$ cat src/rtl/fetch_sequencer_if.sv
// Fetch-side bundle: instruction memory port, decode handshake, redirect and fault status.
interface fetch_sequencer_if #(
   parameter int DEPTH = 2
);
   localparam int CW = $clog2(DEPTH + 1);

   logic          fetch_en;
   logic [31:0]   imem_addr;
   logic [31:0]   imem_word;
   logic          instr_valid;
   logic [31:0]   instr;
   logic [31:0]   instr_pc;
   logic          instr_ready;
   logic          redirect_valid;
   logic [31:0]   redirect_pc;
   logic          fault;
   logic [31:0]   fault_pc;
   logic [CW-1:0] occupancy;

   modport master (
      input  fetch_en, imem_word, instr_ready, redirect_valid, redirect_pc,
      output imem_addr, instr_valid, instr, instr_pc, fault, fault_pc, occupancy
   );

   modport slave (
      output fetch_en, imem_word, instr_ready, redirect_valid, redirect_pc,
      input  imem_addr, instr_valid, instr, instr_pc, fault, fault_pc, occupancy
   );
endinterface

$ cat src/rtl/fetch_sequencer.sv
// Drives the combinational instruction ROM, buffers {pc, word} pairs in a small FIFO
// and hands them to decode; stops on an unprogrammed-ROM read until redirected.
module fetch_sequencer #(
   parameter int          DEPTH    = 2,
   parameter logic [31:0] RESET_PC = 32'h0000_0000,
   parameter logic [31:0] BAD_WORD = 32'hFFFF_FFFF
) (
   input  logic               clk,
   input  logic               reset,
   fetch_sequencer_if.master  bus
);
   localparam int PW = (DEPTH > 1) ? $clog2(DEPTH) : 1;
   localparam int CW = $clog2(DEPTH + 1);

   logic [31:0]   q_word [DEPTH];
   logic [31:0]   q_pc   [DEPTH];
   logic [PW-1:0] rd_ptr;
   logic [PW-1:0] wr_ptr;
   logic [CW-1:0] count;
   logic [31:0]   pc;
   logic          fault;
   logic [31:0]   fault_pc;

   logic head_valid;
   logic deq;
   logic enq;
   logic word_bad;
   logic push;
   logic fault_hit;

   // Explicit wrap so non-power-of-two depths never index past the last entry.
   function automatic logic [PW-1:0] ptr_inc(input logic [PW-1:0] p);
      return (p == PW'(DEPTH - 1)) ? '0 : p + PW'(1);
   endfunction

   assign head_valid = (count != '0);
   assign deq        = head_valid & bus.instr_ready;
   assign enq        = bus.fetch_en & ~fault & ~bus.redirect_valid
                       & ((count < CW'(DEPTH)) | deq);
   assign word_bad   = (bus.imem_word == BAD_WORD);
   assign push       = enq & ~word_bad;
   assign fault_hit  = enq & word_bad;

   always_ff @(posedge clk) begin
      if (reset) begin
         rd_ptr   <= '0;
         wr_ptr   <= '0;
         count    <= '0;
         pc       <= RESET_PC;
         fault    <= 1'b0;
         fault_pc <= '0;
      end else if (bus.redirect_valid) begin
         rd_ptr   <= '0;
         wr_ptr   <= '0;
         count    <= '0;
         pc       <= {bus.redirect_pc[31:2], 2'b00};
         fault    <= 1'b0;
         fault_pc <= '0;
      end else begin
         if (deq) begin
            rd_ptr <= ptr_inc(rd_ptr);
         end
         if (push) begin
            q_word[wr_ptr] <= bus.imem_word;
            q_pc[wr_ptr]   <= pc;
            wr_ptr         <= ptr_inc(wr_ptr);
            pc             <= pc + 32'd4;
         end
         // PC stays on the faulting address so fault_pc and imem_addr agree.
         if (fault_hit) begin
            fault    <= 1'b1;
            fault_pc <= pc;
         end
         case ({push, deq})
            2'b10:   count <= count + CW'(1);
            2'b01:   count <= count - CW'(1);
            default: count <= count;
         endcase
      end
   end

   assign bus.imem_addr   = pc;
   assign bus.instr_valid = head_valid;
   assign bus.instr       = head_valid ? q_word[rd_ptr] : '0;
   assign bus.instr_pc    = head_valid ? q_pc[rd_ptr]   : '0;
   assign bus.fault       = fault;
   assign bus.fault_pc    = fault ? fault_pc : '0;
   assign bus.occupancy   = count;

endmodule

$ cat src/flat_wrapper.sv
// flat-port wrapper written by rule: the top's interface ports become plain ports
module fetch_sequencer_flat 
#(
   parameter int          DEPTH    = 2,
   parameter logic [31:0] RESET_PC = 32'h0000_0000,
   parameter logic [31:0] BAD_WORD = 32'hFFFF_FFFF
)
  (clk, reset, bus_fetch_en, bus_imem_word, bus_instr_ready, bus_redirect_valid, bus_redirect_pc, bus_imem_addr, bus_instr_valid, bus_instr, bus_instr_pc, bus_fault, bus_fault_pc, bus_occupancy);
  fetch_sequencer_if #(.DEPTH(DEPTH)) bus_i ();
  input  logic clk;
  input  logic reset;
  input wire logic [$bits(bus_i.fetch_en)-1:0] bus_fetch_en;
  input wire logic [$bits(bus_i.imem_word)-1:0] bus_imem_word;
  input wire logic [$bits(bus_i.instr_ready)-1:0] bus_instr_ready;
  input wire logic [$bits(bus_i.redirect_valid)-1:0] bus_redirect_valid;
  input wire logic [$bits(bus_i.redirect_pc)-1:0] bus_redirect_pc;
  output wire logic [$bits(bus_i.imem_addr)-1:0] bus_imem_addr;
  output wire logic [$bits(bus_i.instr_valid)-1:0] bus_instr_valid;
  output wire logic [$bits(bus_i.instr)-1:0] bus_instr;
  output wire logic [$bits(bus_i.instr_pc)-1:0] bus_instr_pc;
  output wire logic [$bits(bus_i.fault)-1:0] bus_fault;
  output wire logic [$bits(bus_i.fault_pc)-1:0] bus_fault_pc;
  output wire logic [$bits(bus_i.occupancy)-1:0] bus_occupancy;
  assign bus_i.fetch_en = bus_fetch_en;
  assign bus_i.imem_word = bus_imem_word;
  assign bus_i.instr_ready = bus_instr_ready;
  assign bus_i.redirect_valid = bus_redirect_valid;
  assign bus_i.redirect_pc = bus_redirect_pc;
  assign bus_imem_addr = bus_i.imem_addr;
  assign bus_instr_valid = bus_i.instr_valid;
  assign bus_instr = bus_i.instr;
  assign bus_instr_pc = bus_i.instr_pc;
  assign bus_fault = bus_i.fault;
  assign bus_fault_pc = bus_i.fault_pc;
  assign bus_occupancy = bus_i.occupancy;
  fetch_sequencer #(.DEPTH(DEPTH), .RESET_PC(RESET_PC), .BAD_WORD(BAD_WORD)) u_core (.clk(clk), .reset(reset), .bus(bus_i));
endmodule
$ cat config.mk
export PLATFORM = sky130hd
export DESIGN_NAME = fetch_sequencer_flat
export DESIGN_NICKNAME = d
export VERILOG_FILES = /design/src/rtl/fetch_sequencer_if.sv /design/src/rtl/fetch_sequencer.sv /design/src/flat_wrapper.sv
export SDC_FILE = /design/constraint.sdc
export NUM_CORES = 1
export LEC_CHECK = 0
export CAP_MARGIN = 40
export CORE_ASPECT_RATIO = 0.8
export CORE_UTILIZATION = 45
export DETAILED_ROUTE_END_ITERATION = 10
export PLACE_DENSITY_LB_ADDON = 0.3
export SLEW_MARGIN = 20
export SYNTH_ARGS = -nofsm -noshare
export SYNTH_HDL_FRONTEND = slang
export SYNTH_SLANG_ARGS = --single-unit
$ cat constraint.sdc
create_clock -name clk -period 7.5 [get_ports clk]
set_clock_uncertainty 0.1 [all_clocks]
set_input_delay 1.125 -clock clk [delete_from_list [all_inputs] [get_ports clk]]
set_output_delay 1.125 -clock clk [all_outputs]
set_load 0.02 [all_outputs]
### After elaboration in Yosys (flattened, before gate mapping)

Memory sizes are Yosys's and may differ from the RTL's. A register that Yosys moved wholly into a read port is not among the register bits.
Cells that the tools add are included.

* memories: 2
* input port bits: 69
* register bits: 69
* logic and storage cells: 48
* memory bits (writable): 128

Memories
* u_core.q_pc: depth 2, width 32, rd ports 1, clocked after memory_dff 1, wr ports 1, RTL line fetch_sequencer.sv:16 `logic [31:0] q_pc [DEPTH];`
* u_core.q_word: depth 2, width 32, rd ports 1, clocked after memory_dff 1, wr ports 1, RTL line fetch_sequencer.sv:15 `logic [31:0] q_word [DEPTH];`

* add/sub/neg operators: 5
* multiplexer cells: 16
* reductions and logical operators: 4
* $lt $le $gt $ge: 1
* bitwise gates (word level): 10
* eq/ne operators: 3

Operators with widths (number)
* two-way mux 32 bit: 5
* adder 32 x 3 -> 32 bit, second input constant: 1
* == test 32 bit, second input constant: 1
* two-way mux 1 bit: 10
* AND 1 bit: 6
* nonzero test 2 bit: 3
* one-hot mux 2 bit (2 select lines): 1
* inverter 1 bit: 3
* adder 1 bit, second input constant: 2
* adder 2 x 1 -> 2 bit, second input constant: 1
* == test 2 x 1 -> 1 bit, second input constant: 1
* == test 2 bit, second input constant: 1
* less-than comparator 2 bit, second input constant: 1
* OR reduction 2 bit: 1
* subtractor 2 x 1 -> 2 bit, second input constant: 1
* bitwise OR 1 bit: 1

### Logic depth before layout (Yosys ltp)

* word-level depth: 9
* mapped depth: 10
* mapped depth without buffers: 8

### Worst setup path before layout

No wires, ideal clock.

* path type: input-to-reg
* start: input bus_redirect_valid
* end: memory u_core.q_pc[1][10], enable pin
* data required time: 6829 ps
* buffers on the path: 3
* slack: 44 ps
* stages: 7
* data arrival time: 6785 ps
* setup time: 571 ps
* cells stage by stage: buf_2 nor4b_2 a21boi_4 inv_2 buf_2 buf_2 nor3b_1

* longest elaborated chain between the ends: 8

Ends and longest elaborated chain
* start, declared: RTL line flat_wrapper.sv:15 `input wire logic [$bits(bus_i.redirect_valid)-1:0] bus_redirect_valid;`
* inverter 1 bit: RTL line fetch_sequencer.sv:38 `assign enq = bus.fetch_en & ~fault & ~bus.redirect_valid`
* AND 1 bit: RTL line fetch_sequencer.sv:38
* AND 1 bit: RTL line fetch_sequencer.sv:39 `& ((count < CW'(DEPTH)) | deq);`
* AND 1 bit: RTL line fetch_sequencer.sv:41 `assign push = enq & ~word_bad;`
* two-way mux 1 bit: RTL line fetch_sequencer.sv:63 `if (push) begin`
* two-way mux 1 bit (*): RTL line fetch_sequencer.sv:52 `end else if (bus.redirect_valid) begin`
* two-way mux 1 bit (*): RTL line fetch_sequencer.sv:45 `if (reset) begin`
* two-way mux 1 bit (implied by the code) (*): RTL line fetch_sequencer.sv:65 `q_pc[wr_ptr] <= pc;`
* end, declared: RTL line fetch_sequencer.sv:16

Mark *: on every way between the ends. The rest lies on a longest branch, timed or not.

### Worst setup path in the final report

* start: input bus_imem_word[25]
* end: register u_core.count[1] (netlist: u_core.bus.occupancy[1])

* longest elaborated chain between the ends: 5
* elaborated cells on any way between the ends: 7
* those cells by class: eq/ne: 3; mux: 1; bitwise: 2; reduce/logical: 1

Ends and longest elaborated chain
* start, declared: RTL line flat_wrapper.sv:13 `input wire logic [$bits(bus_i.imem_word)-1:0] bus_imem_word;`
* == test 32 bit (*): RTL line fetch_sequencer.sv:40 `assign word_bad = (bus.imem_word == BAD_WORD);`
* inverter 1 bit (*): RTL line fetch_sequencer.sv:41
* AND 1 bit (*): RTL line fetch_sequencer.sv:41
* == test 2 x 1 -> 1 bit or == test 2 bit (tied branches): RTL line fetch_sequencer.sv:74 `case ({push, deq})`
* one-hot mux 2 bit (2 select lines) or nonzero test 2 bit (tied branches)
* end signal, assigned: RTL line fetch_sequencer.sv:75 `2'b10: count <= count + CW'(1);`
* end signal, assigned: RTL line fetch_sequencer.sv:76 `2'b01: count <= count - CW'(1);`
* end signal, assigned: RTL line fetch_sequencer.sv:77 `default: count <= count;`
* end, declared: RTL line fetch_sequencer.sv:19 `logic [CW-1:0] count;`

Marks and branches as above.
A chain may end at the register's enable or synchronous reset.

==> impl_results.md <==
- DRT Wirelength: 20500 um
- Clock tree from TritonCTS: done
- First-pass GRT wire length: about 32000 um
- Sequential share of power: 0.523
- Die Span X: 152 um
- Port bufs: approximately 190
- Clock slew at reported path FFs: 0.07 ns
- # nets final: 922
- Via Count: 6068
- Fmax: 246 MHz
- Starting Density: 0.465
- Distinct cells, synth: 51
- Comb pwr share: 0.087
- Worst reg2reg setup slack: 4.39 ns
- Max_cap viols: 0
- Syn Area/Cell: 12.1 um^2
- Critical Path Sink: u_core.bus.occupancy[1]$_SDFFE_PP0P_
- Final slew viol count: 0
- Drt pass-1 iters: 11
- Largest net degree at the start of global routing: 64
- Worst setup path startpoint: bus_imem_word[25]
- Gr ovfl total: 0
- Clk sinks: 190
- Clock Power Share: 0.390
- Fillers: approximately 1300
- P per Cell Area: approximately 210 nW/um^2
- Most common flop cell mapped by yosys: edfxtp_1
- Final setup margin: 3.43 ns
- Dpl ws: 2.97 ns
- Vias in the first global route: 6021
- Synth-to-layout area growth: 33.6%
- CTS Buf Count: 17
- Clock Latency Late Sink: 0.43 ns
- Worst Max-Slew Pin Slew: 0.850 ns
- Final Hold Viols: 0
- CTS Root Cell: clkbuf_16
- R2r startpoint: u_core.bus.occupancy[1]$_SDFFE_PP0P_
- CP endpoint kind: flip-flop
- Failing checks: design-rule violations
- Yosys warnings: 0
- First DRT Iteration DRCs: approximately 490
- CTS HTree Levels: 4
- Via density: 5.57
- Hold Buf Count CTS: 0
- Sw Ratio: 0.240
- Core ar.: 17500 um^2
- Path depth of the worst reg2reg path: 6
- Deepest clock path buffer count: 2
- HPWL Detailed: 13400 um
- Outcome: finished with violations
- Initial antenna violation count: 0
- Fin Hold WS: between 0.3 and 0.4 ns
- Top cell type's share of synthesized area: 0.458
- Internal: roughly 1.7 mW
- Tot Pwr: roughly 2.2 mW
- ANT cells: 0
- Final setup violation count: 0
- Worst min path class: reg -> reg
- Die ar.: 18600 um^2
- Most frequent cell after synthesis: edfxtp_1
- Setup tns final: 0 ns
- Slew HR: 0.434
- RSZ-0062 raised after global routing: false
- Period minus WS final: 4.07 ns
- VDD IR max: 165 uV
- Biggest area consumer among synthesized cells: edfxtp_1
- Period utilisation layout: 0.543
- Critical hold path startpoint: u_core.fault_pc[30]$_SDFFE_PP0P_
- Routability congestion estimate: between 0.8 and 0.9
- CP Class: in -> reg
- Synth Register Bits: 190
- Synth top cells by count: edfxtp_1 (124), nor2_1 (102), mux2i_1 (92), dfxtp_1 (66), and2_1 (37)
- Post-Syn Area: just over 8000 um^2
- Post-DRT Antenna Nets: 0
- Die Y-Extent: 122 um
- Lkg Pwr: 3.68 nW
- Post-synthesis sequential area ratio: 0.620
- Worst Path Max Fanout: 44
- Reg2reg end: u_core.q_pc[1][15]$_DFFE_PP_
- Avg WL per Cell: ~19 um
- Total track usage: 0.227
- Post-synth EDFFs: 124
- Layout cells sized above 1: 0.0718
- # resized after CTS: 0
- Area contributors post-synth: edfxtp_1 (46%), dfxtp_1 (16%), mux2i_1 (11%), nor2_1 (4.7%), and2_1 (2.8%)
- Ys async rst share: 0
- IO Pins: between 200 and 250
- Finished Core Util: 0.621
- Switching power: 537 uW
- # DRC: 16
- Crit path required time: a little under 8 ns
- Cells after Synth: ~670
- Post CTS Setup Buffer Count: 0
- WP data arrival: 4.32 ns
- FP Rows: 43
- Startpoint Class: input port
## state kept, by name, summed over array words and instances, names as in the netlist, named ones only
| signal | cells |
|---|---|
| u_core.bus.fault | 1 |
| u_core.bus.imem_addr | 30 |
| u_core.bus.occupancy | 2 |
| u_core.fault_pc | 30 |
| u_core.q_pc | 60 |
| u_core.q_word | 64 |
| u_core.rd_ptr | 1 |
| u_core.wr_ptr | 1 |
## kinds of logic (layout without fill, tap and decap cells)
family                     count (synthesis)  after routing  synth area share
and+or+nand+nor                          256            256             0.163
DFF                                      190            190             0.620
muxes                                     92             92             0.113
AOI/OAI and AO/OA                         70             70            0.0637
buffers and inverters                     55            243            0.0303
xor gates and xnor gates                   5              5           0.00539
adders and majority gates                  2              2           0.00308
other                                      1              6          0.000461
## worst min path at each step
| stage | endpoint | slack [ns] | cells after the start |
|---|---|---|---|
| after global placement | u_core.fault_pc[29]$_SDFFE_PP0P_ | 0.37 | 2 |
| after CTS | u_core.fault_pc[2]$_SDFFE_PP0P_ | 0.39 | 2 |
| final | u_core.fault_pc[30]$_SDFFE_PP0P_ | 0.39 | 2 |
| after floorplan | u_core.fault_pc[31]$_SDFFE_PP0P_ | 0.36 | 2 |
| after global routing | u_core.fault_pc[2]$_SDFFE_PP0P_ | 0.42 | 2 |
| after detailed placement | u_core.fault_pc[2]$_SDFFE_PP0P_ | 0.38 | 2 |
## metal layers
layer / share of wire / routed length, um / up-vias / global-route usage
li1: - / - / 2853 / -
met1: 0.43 / 8890 / 2873 / 0.300
met2: 0.45 / 9290 / 313 / 0.356
met3: 0.092 / 1890 / 29 / 0.0586
met4: 0.019 / 383 / 0 / 0.0963
met5: 0 / 0 / - / 0
## through the flow
stage / cell area [um^2] / instances
after floorplan: 8150 / 676
after global placement: 10200 / 1054
after detailed placement: 10300 / 1056
after CTS: 10800 / 1088
after global routing: 10900 / 1089
final: 10900 / 1089
## power by group through the flow
stage / clock network [mW] / logic [mW] / registers [mW]
detailed placement: 0 / 0.192 / 1.19
global placement: 0 / 0.186 / 1.19
global route: 0.936 / 0.206 / 1.17
finish: 0.872 / 0.193 / 1.17
floorplan: 0 / 0.0827 / 1.19
CTS: 0.892 / 0.193 / 1.17
## critical path: stages
cell	delay [ns]
clkdlybuf4s50_1	0.52
nand4_1	0.15
nor4_2	0.66
a21boi_4	0.30
inv_2	0.63
ha_1	0.39
or3_1	0.39
a21oi_1	0.15
## cell type report
| class | count | area (um^2) | area share |
|---|---|---|---|
| repair buffers | 203 | 2040 | 0.188 |
| clock inverters | 15 | 151 | 0.0139 |
| multi-input cells | 431 | 2880 | 0.265 |
| flip-flops and latches | 190 | 5050 | 0.465 |
| inverters | 8 | 30.0 | 0.00276 |
| well taps | 225 | 282 | 0.0259 |
| clock buffers | 17 | 425 | 0.0392 |
## placed cells by master (no fill, tap or decap), drive strengths merged, types with 17 or more instances in the layout
cell type	netlist	final
a31oi	25	25
and2	37	37
clkbuf	27	17
clkdlybuf4s50	0	192
dfxtp	66	66
edfxtp	124	124
mux2i	92	92
nand2	28	28
nand3	21	21
nand4	24	24
nor2	102	102
or3	19	19
(Power assumes the default switching activity.)
